## src/rtl/axi_cmd_traffic_gen.sv

```systemverilog
// Command-port traffic generator: writes NUM_BURSTS bursts of a deterministic
// pattern, reads them back, counts mismatches/error responses and reports pass.
module axi_cmd_traffic_gen #(
  parameter int unsigned           ADDR_WIDTH = 32,
  parameter int unsigned           DATA_WIDTH = 32,
  parameter logic [ADDR_WIDTH-1:0] BASE_ADDR  = '0,
  parameter int unsigned           NUM_BURSTS = 4,
  parameter int unsigned           MAX_LEN    = 3,
  parameter logic [DATA_WIDTH-1:0] SEED       = '0,
  parameter int unsigned           TIMEOUT    = 1024
) (
  input  logic                    clk,
  input  logic                    rst_n,
  input  logic                    start,
  input  logic [1:0]              mode,
  output logic                    busy,
  output logic                    done,
  output logic                    pass,
  output logic                    timeout,
  output logic [15:0]             err_count,
  output logic                    cmd_valid,
  input  logic                    cmd_ready,
  output logic                    cmd_write,
  output logic [ADDR_WIDTH-1:0]   cmd_addr,
  output logic [7:0]              cmd_len,
  output logic                    cmd_wvalid,
  input  logic                    cmd_wready,
  output logic [DATA_WIDTH-1:0]   cmd_wdata,
  output logic [DATA_WIDTH/8-1:0] cmd_wstrb,
  input  logic                    cmd_bvalid,
  input  logic                    cmd_rvalid,
  output logic                    cmd_rready,
  input  logic [DATA_WIDTH-1:0]   cmd_rdata,
  input  logic [1:0]              cmd_resp
);

  localparam int unsigned STRB_WIDTH = DATA_WIDTH / 8;
  localparam int unsigned TCW        = $clog2(TIMEOUT + 1);
  localparam logic [ADDR_WIDTH-1:0] STRIDE   = ADDR_WIDTH'((MAX_LEN + 1) * STRB_WIDTH);
  localparam logic [8:0]            LAST_B   = 9'(NUM_BURSTS - 1);
  localparam logic [7:0]            LAST_LEN = 8'(MAX_LEN);
  localparam logic [TCW-1:0]        T_LAST   = TCW'(TIMEOUT - 1);

  typedef enum logic [2:0] {
    S_IDLE, S_WR_CMD, S_WR_DATA, S_WR_RESP, S_RD_CMD, S_RD_DATA, S_DONE
  } state_t;

  state_t                  state, state_n;
  logic [1:0]              mode_q, mode_n;
  logic [8:0]              burst_q, burst_n;
  logic [7:0]              beat_q, beat_n;
  logic [7:0]              len_q, len_n;
  logic [ADDR_WIDTH-1:0]   addr_q, addr_n;
  logic [DATA_WIDTH-1:0]   wdata_q, wdata_n;
  logic [TCW-1:0]          tcnt_q, tcnt_n;
  logic [15:0]             err_q, err_n;
  logic                    busy_q, busy_n, done_q, done_n, pass_q, pass_n;
  logic                    tout_q, tout_n;
  logic                    valid_q, valid_n, write_q, write_n;
  logic                    wvalid_q, wvalid_n, rready_q, rready_n;
  logic [STRB_WIDTH-1:0]   wstrb_q, wstrb_n;
  logic                    hs;

  function automatic logic [DATA_WIDTH-1:0] word(input logic [8:0] b, input logic [7:0] k);
    return SEED + (DATA_WIDTH'(b) << 8) + DATA_WIDTH'(k);
  endfunction

  function automatic logic [15:0] sat_inc(input logic [15:0] v);
    return (v == 16'hFFFF) ? v : v + 16'd1;
  endfunction

  // Next-state and next-output logic; every output is registered from these.
  always_comb begin
    state_n = state;
    mode_n  = mode_q;
    burst_n = burst_q;
    beat_n  = beat_q;
    len_n   = len_q;
    addr_n  = addr_q;
    tcnt_n  = tcnt_q;
    err_n   = err_q;
    busy_n  = busy_q;
    done_n  = done_q;
    pass_n  = pass_q;
    tout_n  = tout_q;
    wstrb_n = wstrb_q;
    hs      = 1'b0;

    case (state)
      S_IDLE, S_DONE: begin
        if (start) begin
          mode_n  = (mode == 2'd3) ? 2'd0 : mode;
          err_n   = '0;
          tout_n  = 1'b0;
          pass_n  = 1'b0;
          done_n  = 1'b0;
          busy_n  = 1'b1;
          burst_n = '0;
          beat_n  = '0;
          len_n   = '0;
          addr_n  = BASE_ADDR;
          wstrb_n = '1;
          state_n = (mode == 2'd2) ? S_RD_CMD : S_WR_CMD;
        end
      end
      S_WR_CMD: begin
        if (valid_q && cmd_ready) begin
          hs      = 1'b1;
          beat_n  = '0;
          state_n = S_WR_DATA;
        end
      end
      S_WR_DATA: begin
        if (wvalid_q && cmd_wready) begin
          hs = 1'b1;
          if (beat_q == len_q) state_n = S_WR_RESP;
          else                 beat_n  = beat_q + 8'd1;
        end
      end
      S_WR_RESP: begin
        if (cmd_bvalid) begin
          hs = 1'b1;
          if (cmd_resp != 2'd0) err_n = sat_inc(err_q);
          if (burst_q != LAST_B) begin
            burst_n = burst_q + 9'd1;
            len_n   = (len_q == LAST_LEN) ? 8'd0 : len_q + 8'd1;
            addr_n  = addr_q + STRIDE;
            state_n = S_WR_CMD;
          end else if (mode_q == 2'd1) begin
            state_n = S_DONE;
          end else begin
            burst_n = '0;
            len_n   = '0;
            addr_n  = BASE_ADDR;
            state_n = S_RD_CMD;
          end
        end
      end
      S_RD_CMD: begin
        if (valid_q && cmd_ready) begin
          hs      = 1'b1;
          beat_n  = '0;
          state_n = S_RD_DATA;
        end
      end
      S_RD_DATA: begin
        if (rready_q && cmd_rvalid) begin
          hs = 1'b1;
          // a bad word with a bad response still counts once
          if ((cmd_rdata != word(burst_q, beat_q)) || (cmd_resp != 2'd0))
            err_n = sat_inc(err_q);
          if (beat_q != len_q) begin
            beat_n = beat_q + 8'd1;
          end else if (burst_q == LAST_B) begin
            state_n = S_DONE;
          end else begin
            burst_n = burst_q + 9'd1;
            len_n   = (len_q == LAST_LEN) ? 8'd0 : len_q + 8'd1;
            addr_n  = addr_q + STRIDE;
            state_n = S_RD_CMD;
          end
        end
      end
      default: state_n = S_IDLE;
    endcase

    // Idle-cycle watchdog for every wait state
    if (state != S_IDLE && state != S_DONE) begin
      if (hs || state_n != state) begin
        tcnt_n = '0;
      end else if (tcnt_q == T_LAST) begin
        tcnt_n  = '0;
        tout_n  = 1'b1;
        state_n = S_DONE;
      end else begin
        tcnt_n = tcnt_q + TCW'(1);
      end
    end else begin
      tcnt_n = '0;
    end

    if (state_n == S_DONE && state != S_DONE) begin
      busy_n = 1'b0;
      done_n = 1'b1;
      pass_n = (err_n == 16'd0) && !tout_n;
    end

    valid_n  = (state_n == S_WR_CMD) || (state_n == S_RD_CMD);
    write_n  = (state_n == S_WR_CMD);
    wvalid_n = (state_n == S_WR_DATA);
    rready_n = (state_n == S_RD_DATA);
    wdata_n  = word(burst_n, beat_n);
  end

  always_ff @(posedge clk or negedge rst_n) begin
    if (!rst_n) begin
      state    <= S_IDLE;
      mode_q   <= '0;
      burst_q  <= '0;
      beat_q   <= '0;
      len_q    <= '0;
      addr_q   <= '0;
      wdata_q  <= '0;
      tcnt_q   <= '0;
      err_q    <= '0;
      busy_q   <= 1'b0;
      done_q   <= 1'b0;
      pass_q   <= 1'b0;
      tout_q   <= 1'b0;
      valid_q  <= 1'b0;
      write_q  <= 1'b0;
      wvalid_q <= 1'b0;
      rready_q <= 1'b0;
      wstrb_q  <= '0;
    end else begin
      state    <= state_n;
      mode_q   <= mode_n;
      burst_q  <= burst_n;
      beat_q   <= beat_n;
      len_q    <= len_n;
      addr_q   <= addr_n;
      wdata_q  <= wdata_n;
      tcnt_q   <= tcnt_n;
      err_q    <= err_n;
      busy_q   <= busy_n;
      done_q   <= done_n;
      pass_q   <= pass_n;
      tout_q   <= tout_n;
      valid_q  <= valid_n;
      write_q  <= write_n;
      wvalid_q <= wvalid_n;
      rready_q <= rready_n;
      wstrb_q  <= wstrb_n;
    end
  end

  assign busy       = busy_q;
  assign done       = done_q;
  assign pass       = pass_q;
  assign timeout    = tout_q;
  assign err_count  = err_q;
  assign cmd_valid  = valid_q;
  assign cmd_write  = write_q;
  assign cmd_addr   = addr_q;
  assign cmd_len    = len_q;
  assign cmd_wvalid = wvalid_q;
  assign cmd_wdata  = wdata_q;
  assign cmd_wstrb  = wstrb_q;
  assign cmd_rready = rready_q;

endmodule
```

## config.mk

```make
export PLATFORM = sky130hd
export DESIGN_NAME = axi_cmd_traffic_gen
export DESIGN_NICKNAME = d
export VERILOG_FILES = /design/src/rtl/axi_cmd_traffic_gen.sv
export SDC_FILE = /design/constraint.sdc
export NUM_CORES = 1
export LEC_CHECK = 0
export CAP_MARGIN = 5
export CORE_MARGIN = 2
export CORE_UTILIZATION = 52
export CTS_BUF_LIST = sky130_fd_sc_hd__clkbuf_4
export DETAILED_ROUTE_END_ITERATION = 16
export PLACE_DENSITY = 0.94
export SYNTH_ARGS = -nofsm -noshare
export SYNTH_HDL_FRONTEND = slang
export SYNTH_SLANG_ARGS = --single-unit
```

## constraint.sdc

```tcl
create_clock -name clk -period 3.27 [get_ports clk]
set_input_delay 0.654 -clock clk [delete_from_list [all_inputs] [get_ports clk]]
set_output_delay 0.654 -clock clk [all_outputs]
set_load 0.1 [all_outputs]
```

==> results.md <==
- For this run, the register share of the synthesized area comes to 0.404.
- In this run, synthesis produced a sequential element count of 94.
- The detailed-route via count is 5779.
- The remaining number of nets flagged by the antenna check after routing is 0.
- In the routed design, unresolved DRC markers number 0.
- The startpoint of the most critical register-to-register path is err_count[0].
- Power spread over the standard cell area amounts to 762 mW/mm^2.
- In this run the horizontal extent of the chip is roughly 110 um.
- The via density per instance is between 5 and 6.
- The final-report max-slew violation count is 0.
- Counting along the longest clock path gives a buffer depth of 2.
- The top cell type's share of synthesized area is 0.404.
- Setup repair after global routing left no endpoint under its margin.
- The number of violations of the max-capacitance limit is 0.
- The kind of start point of the critical path is an input pin.
- The total instance count after detailed placement is 961.
- The final-report hold violation count is 0.
- Counting the buffers created by CTS gives 9.
- The smallest clock period supported by the final layout is computed as between 3 and 4 ns.
- The setup slack after placement is -0.493 ns.
- The first TritonRoute pass finished after 5 iterations.
- The TritonCTS clock tree is built.
- After detailed placement, the total cell area comes to 0.00730 mm^2.
- The global-route congestion overflow total is 0.
- During synthesis, Yosys emitted a total of 0 warnings.
- In the final design database the tool counted 881 nets.
- The critical path contains buffers and inverters numbering 2 combined.
- The total core area is 0.0109 mm^2.
- The number of filler instances in the final layout is 847.
- The number of cells on the worst reg-to-reg path is 10.
- After floorplanning, the core was divided into 38 placement rows.
- Summing every instance area after synthesis gives 0.00582 mm^2.
- The sum of routed wire length over all layers is 16.8 mm.
- The die is 110 um tall.
- Once layout is done, the placed cells without fillers occupy 0.00745 mm^2.
- For this run, asynchronously set or reset flops after synthesis account for 1.00.
- After clock tree synthesis, the flow added hold-fix buffers numbering 0.
- Dividing the detail-routed wire length by the instance count gives 17.2 um.
- The HPWL after detailed placement is about 13 mm.
- The number of enable flip-flop cells after synthesis is 0.
- The worst-path cell with the longest stage delay is or4_4.
- The maximum resistive drop on vdd is roughly 700 uV.
- The leakage power figure is 3.49 nW.
- The endpoint of the lowest-slack register-to-register path is pass.
- Synthesis produced 666 cells.
- The global-route wire length before repair is 26.2 mm.
- Setup violations remaining at the end of the flow were counted as 0.
- The number of antenna violations at the first check in global routing is 0.
- The number of distinct library cell variants in the gate-level netlist after synthesis is 80.
- For this run, the total global-route usage over all layers was measured as 0.278.
- In this run the mean area of a mapped cell was just under 9 um^2.
- At the worst endpoint, the required time is 3.70 ns.
- Once the clock tree was built, the resizer swapped 0 gates to a different size.
- The final RePlAce weighted congestion is 0.972.
- The top fanout value on the critical path is 5.
- The transition at the pin with the smallest max-transition slack is 0.742 ns.
- The clock arrives with 0.0352 ns of skew.
- The leading area contributor after synthesis is dfrtp_1.
- The highest clock frequency the design can meet is 313 MHz.
- The share of final-layout standard cells stronger than drive strength 1 is 0.250.
- The clock latency on the worst-skew pair is 0.48 ns.
- Port buffering added 123 buffers.
- The number of buffers inserted by post-CTS setup repair is 0.
- The final critical-path setup slack is 0.0704 ns.
- The starting density of the core is 0.535.
- The critical path is of the in -> reg type.
- The post-layout instance count excluding filler cells is 977.
- The area of the die is between 0.01 and 0.015 mm^2.
- The min-delay analysis places its worst path in the category in -> async.
- The longest individual stage delay on the worst path is 0.55 ns.
- The number of diodes is 0.
- The clock sink count is 94.
- The signal on the critical path passes through clkdlybuf4s50_1, xnor2_1, buf_4, nand4_2, nor4_4, a21oi_2, o21a_1, mux2i_2, or4_4, or4_1, o21ai_1.
- The flip-flop cell with the highest count after synthesis is dfrtp_1.
- The part of the cycle the worst path needs is 0.978.
- The flow ran to the end, and the final reports show no timing, DRC or antenna violations.
- The worst pin sits at a relative slew slack of 0.500.
- By area the synthesized netlist is led by dfrtp_1 (40%), xor2_1 (5.3%), nor2_1 (5.0%), o21ai_0 (4.7%), nand2_1 (4.7%).
- For flop-to-flop paths, the worst setup slack is 0.17 ns.
- STA classifies the critical path endpoint as a flop.
- The via count of the first global-routing pass is approximately 5500.
- The dominant delay contributor by cell family on the critical path is simple AND/OR/NAND/NOR gates.
- The H-tree was split into 3 levels.
- The pin count of the biggest net entering global routing is 57.
- The critical path arrival is 3.63 ns.
- The detailed router's first-iteration violation count is 462.
- The root buffer cell is clkbuf_4.
- Clock-pin slew was measured on the worst setup and hold paths at 0.19 ns.
- Compared with the post-synthesis result, the final layout area differs by 28.1%.
- In this run the count of I/O pins placed on the die edge is 143.
[final cells by class]
type	count	area (um^2)	share of cell area
clock buffers	9	67.6	0.00906
multi-input cells	538	3230	0.434
clock inverters	7	73.8	0.00990
inverters	6	22.5	0.00302
flip-flops and latches	94	2380	0.319
repair buffers	183	1500	0.201
well taps	140	175	0.0235
[logic make-up after synthesis]
family / count (synthesis) / share of synthesized area
AND/OR/NAND/NOR: 291 / 0.256
AO/OA/AOI/OAI: 156 / 0.171
flip-flops: 94 / 0.404
XOR/XNOR: 60 / 0.0903
buffers and inverters: 52 / 0.0542
adder cells (fa/ha/maj): 6 / 0.0129
multiplexers: 6 / 0.0110
other: 1 / 0.000644
[cell usage in the layout (no fill, tap or decap), types with 3 or more instances in the layout]
| cell | instances |
|---|---|
| a21oi_1 | 32 |
| nand2_1 | 73 |
| conb_1 | 19 |
| dfrtp_2 | 22 |
| o21ai_0 | 55 |
| a22o_1 | 4 |
| buf_4 | 140 |
| o21a_1 | 6 |
| mux2i_1 | 5 |
| and4_1 | 5 |
| a21boi_0 | 3 |
| and2_1 | 4 |
| a21o_2 | 3 |
| clkbuf_4 | 9 |
| dfrtp_1 | 72 |
| nor2b_1 | 3 |
| clkdlybuf4s50_1 | 41 |
| and3_1 | 20 |
| nand4_1 | 19 |
| nand2b_1 | 5 |
| a31oi_1 | 9 |
| a21o_1 | 4 |
| ha_1 | 6 |
| nor3_1 | 10 |
| xnor2_1 | 25 |
| nor2_1 | 78 |
| o21ai_1 | 3 |
| xor2_1 | 35 |
| nand4_2 | 3 |
| or2_2 | 3 |
| nor4_1 | 9 |
| inv_1 | 6 |
| nand3_1 | 33 |
| o31ai_1 | 3 |
[worst max path at each step]
| stage | start | end | depth (start not counted) | slack, ns |
|---|---|---|---|---|
| after floorplan | burst_q[3] | pass | 9 | -0.01 |
| after global placement | cmd_rdata[10] | pass | 11 | -0.42 |
| after detailed placement | cmd_rdata[10] | pass | 11 | -0.49 |
| after CTS | cmd_rdata[10] | pass | 11 | 0.02 |
| after global routing | cmd_rdata[21] | pass | 10 | 0.01 |
| final | cmd_rdata[16] | pass | 11 | 0.07 |
[Yosys cell counts, types with 3 or more instances]
cell type and instances:
a31oi_1 9, clkbuf_1 14, nand4_1 19, o21ai_0 55, and3_1 20, buf_4 24
o31ai_1 4, a21o_1 4, a21oi_1 32, nand4_2 3, buf_2 4, a21boi_0 3
a22o_1 4, o21ai_1 3, nand2b_1 5, and4_1 5, a21o_2 3, or2_2 3
and2_1 4, dfrtp_1 94, mux2i_1 5, xnor2_1 25, nand3_1 34, nand2_1 73
nor4_1 9, ha_1 6, xor2_1 35, nor2b_1 3, nor2_1 78, inv_1 6
o21a_1 6, nor3_1 10
[flip-flops by register name (all words and copies together) (netlist names)]
| register | flops |
|---|---|
| beat_q | 7 |
| cmd_wvalid | 1 |
| state | 3 |
| cmd_wstrb | 1 |
| cmd_addr | 28 |
| err_count | 16 |
| timeout | 1 |
| cmd_valid | 1 |
| tcnt_q | 11 |
| cmd_rready | 1 |
| mode_q | 2 |
| cmd_wdata | 1 |
| cmd_write | 1 |
| done | 1 |
| cmd_len | 8 |
| busy | 1 |
| burst_q | 9 |
| pass | 1 |
[power by group]
| group | switching, mW | internal [mW] |
|---|---|---|
| Sequential | 0.242 | 1.35 |
| Clock | 0.464 | 0.182 |
| Combinational | 2.45 | 0.989 |
[metal layers]
metal  share of wire  wire (um)  up-vias  global-route usage
li1                -          -     2700                   -
met1            0.41       6850     2734               0.371
met2            0.48       8070      300               0.449
met3           0.084       1420       45              0.0451
met4           0.026        431        0               0.114
met5               0          0        -                   0
[stage by stage]
| step | hold WS, ns | setup TNS [ns] | utilization | total power [mW] |
|---|---|---|---|---|
| finish | 0.118 | 0 | 0.685 | 5.68 |
| global route | 0.137 | 0 | 0.685 | 5.96 |
| CTS | 0.130 | 0 | 0.683 | 5.62 |
| detailed placement | 0.462 | -0.538 | 0.670 | 4.97 |
| global placement | 0.453 | -0.421 | 0.670 | 4.92 |
| floorplan | 0.358 | -0.0149 | - | 3.98 |
[worst reg2reg max path: stages, from the launching register on]
cell,delay [ns]
dfrtp_2,0.48
ha_1,0.28
nand2_1,0.09
or2_1,0.31
nor2_1,0.34
a41o_1,0.22
a21oi_1,0.06
a31o_1,0.21
or4_4,0.43
or4_1,0.50
o21ai_1,0.13
(Power assumes the default switching activity.)
==> variant: new RTL, same settings <==
Make the reset (`rst_n`) synchronous in one clocked block.
--- a/src/rtl/axi_cmd_traffic_gen.sv
+++ b/src/rtl/axi_cmd_traffic_gen.sv
@@ -192,7 +192,7 @@
     wdata_n  = word(burst_n, beat_n);
   end
 
-  always_ff @(posedge clk or negedge rst_n) begin
+  always_ff @(posedge clk) begin
     if (!rst_n) begin
       state    <= S_IDLE;
       mode_q   <= '0;
Formal check against the unedited RTL: differs if rst_n is asserted again (counterexample within 4 cycles, from zero or initial values and one cycle with rst_n low); with rst_n held inactive, the same outputs for 4 cycles.
==> variant against the original RTL <==
- sequential cell count is the same
- via count up 3.2%
- setup slack improved by 100 ps
- routed wire length fell by 0.52%
- synthesized area decreased by 3.2%
- cell area shrank 3.8%
- critical endpoint is now pass
- largest cell class unchanged
Power is not compared: it rests on default switching activity, and its combinational part moved more than twofold at a synthesized area within 25%.
==> variant: results <==
{
  "status": "complete, no violations",
  "synthFlopType": "dfxtp_1",
  "synth-async-reset-ratio_pct": 0,
  "syn_inst": 720,
  "cts_buffers": 9,
  "syn_to_final_growth_pct": 27.28,
  "cp_max_fo": 5,
  "cp_slowest_cell": "nor4_1",
  "place_ws_ps": -405.8,
  "nets": 920,
  "synth.most_common_cell": "nor2_1",
  "hold_path_class": "reg -> reg",
  "synth_compound_area_share_pct": 17.24,
  "synth_mux_area_share_pct": 0.9998,
  "seqCellArea_um2": 1891,
  "synth.area.top_cells": "dfxtp_1 33%, xor2_1 6.5%, nor2_1 6.5%, a21oi_1 4.6%, nand2_1 3.9%",
  "cts-root-buf": "clkbuf_4",
  "gr-usage-met1_pct": 35.97,
  "path_clk_slew_ps": 160,
  "nFillCells": 828,
  "fin_area_um2": 7168,
  "grtUsageTotal_pct": 28.08,
  "first_global_vias": 5431,
  "yosysWarnings": 0,
  "drive_above_1_share_pct": 20.43,
  "via_count": 5962,
  "grt.met2_usage_pct": 47.44,
  "gp_congestion": 0.9816,
  "clock_area_share_pct": 1.693,
  "finClkSkew_ps": 23.45,
  "synth_edf_count": 0,
  "ir_worst_vdd_uv": 235.7,
  "drt-total-wl_um": 16680,
  "n_all_buffers": 175,
  "dpl.cell_count": 995,
  "p_leak_nw": 2.947,
  "synth_commonest_cells": "97 x nor2_1, 94 x dfxtp_1, 58 x nand2_1",
  "multi_input_area_share_pct": 48.89,
  "area_share_nonclk_buffers_pct": 19.93,
  "worstPathArrival_ps": 3480,
  "drt_iter0_drc": 583,
  "multi_input_gates": 577,
  "insertion_delay_ps": 440,
  "nNonClkInverters": 14,
  "cts-htree-levels": 3,
  "synth_xor_area_share_pct": 9.953,
  "synth_cell_types": 69,
  "wl_per_cell_um": 16.48,
  "detailed_place_hpwl_um": 12770,
  "grt_pass1_wl_um": 26230,
  "place_area_um2": 6993,
  "slowest_delay_ps": 510,
  "ys_seq_area_share_pct": 33.41,
  "use_met3_pct": 5.666,
  "p_int_mw": 1.553,
  "grt_start_max_net_pins": 29,
  "synth_adder_area_share_pct": 1.333,
  "max_slew_margin_pct": 53.55
}
==> variant: cell types whose count changed in the layout (fill, tap and decap cells not counted), sizes merged, moves of 8 or more <==
cell,change
a21oi,+19
buf,-9
o21ai,-21
nor2,+19
nand2,-13
a211oi,+8
dfxtp,+94
or3,+11
dfrtp,-94
and2,+9
==> variant: what timing repair did <==
action / CTS / global route
buffers inserted: 0 / 1
resized for setup: 0 / 12
endpoints found under the setup margin: 0 / 1
==> variant: path summary, 6_finish.rpt <==
check                           slack (ps)  depth (start not counted)     startpoint          to
worst min register to register         440                          2     tcnt_q[10]  tcnt_q[10]
worst max register to register         360                         10     burst_q[6]        pass
worst max-delay path                   170                         11  cmd_rdata[14]        pass
worst min-delay path                   440                          2     tcnt_q[10]  tcnt_q[10]
==> variant: per-layer routing <==
| metal | up-vias | part of all wire [%] |
|---|---|---|
| met1 | 2776 | 40 |
| li1 | 2832 | - |
| met3 | 38 | 8.9 |
| met5 | - | 0 |
| met4 | 0 | 2.5 |
| met2 | 316 | 48 |
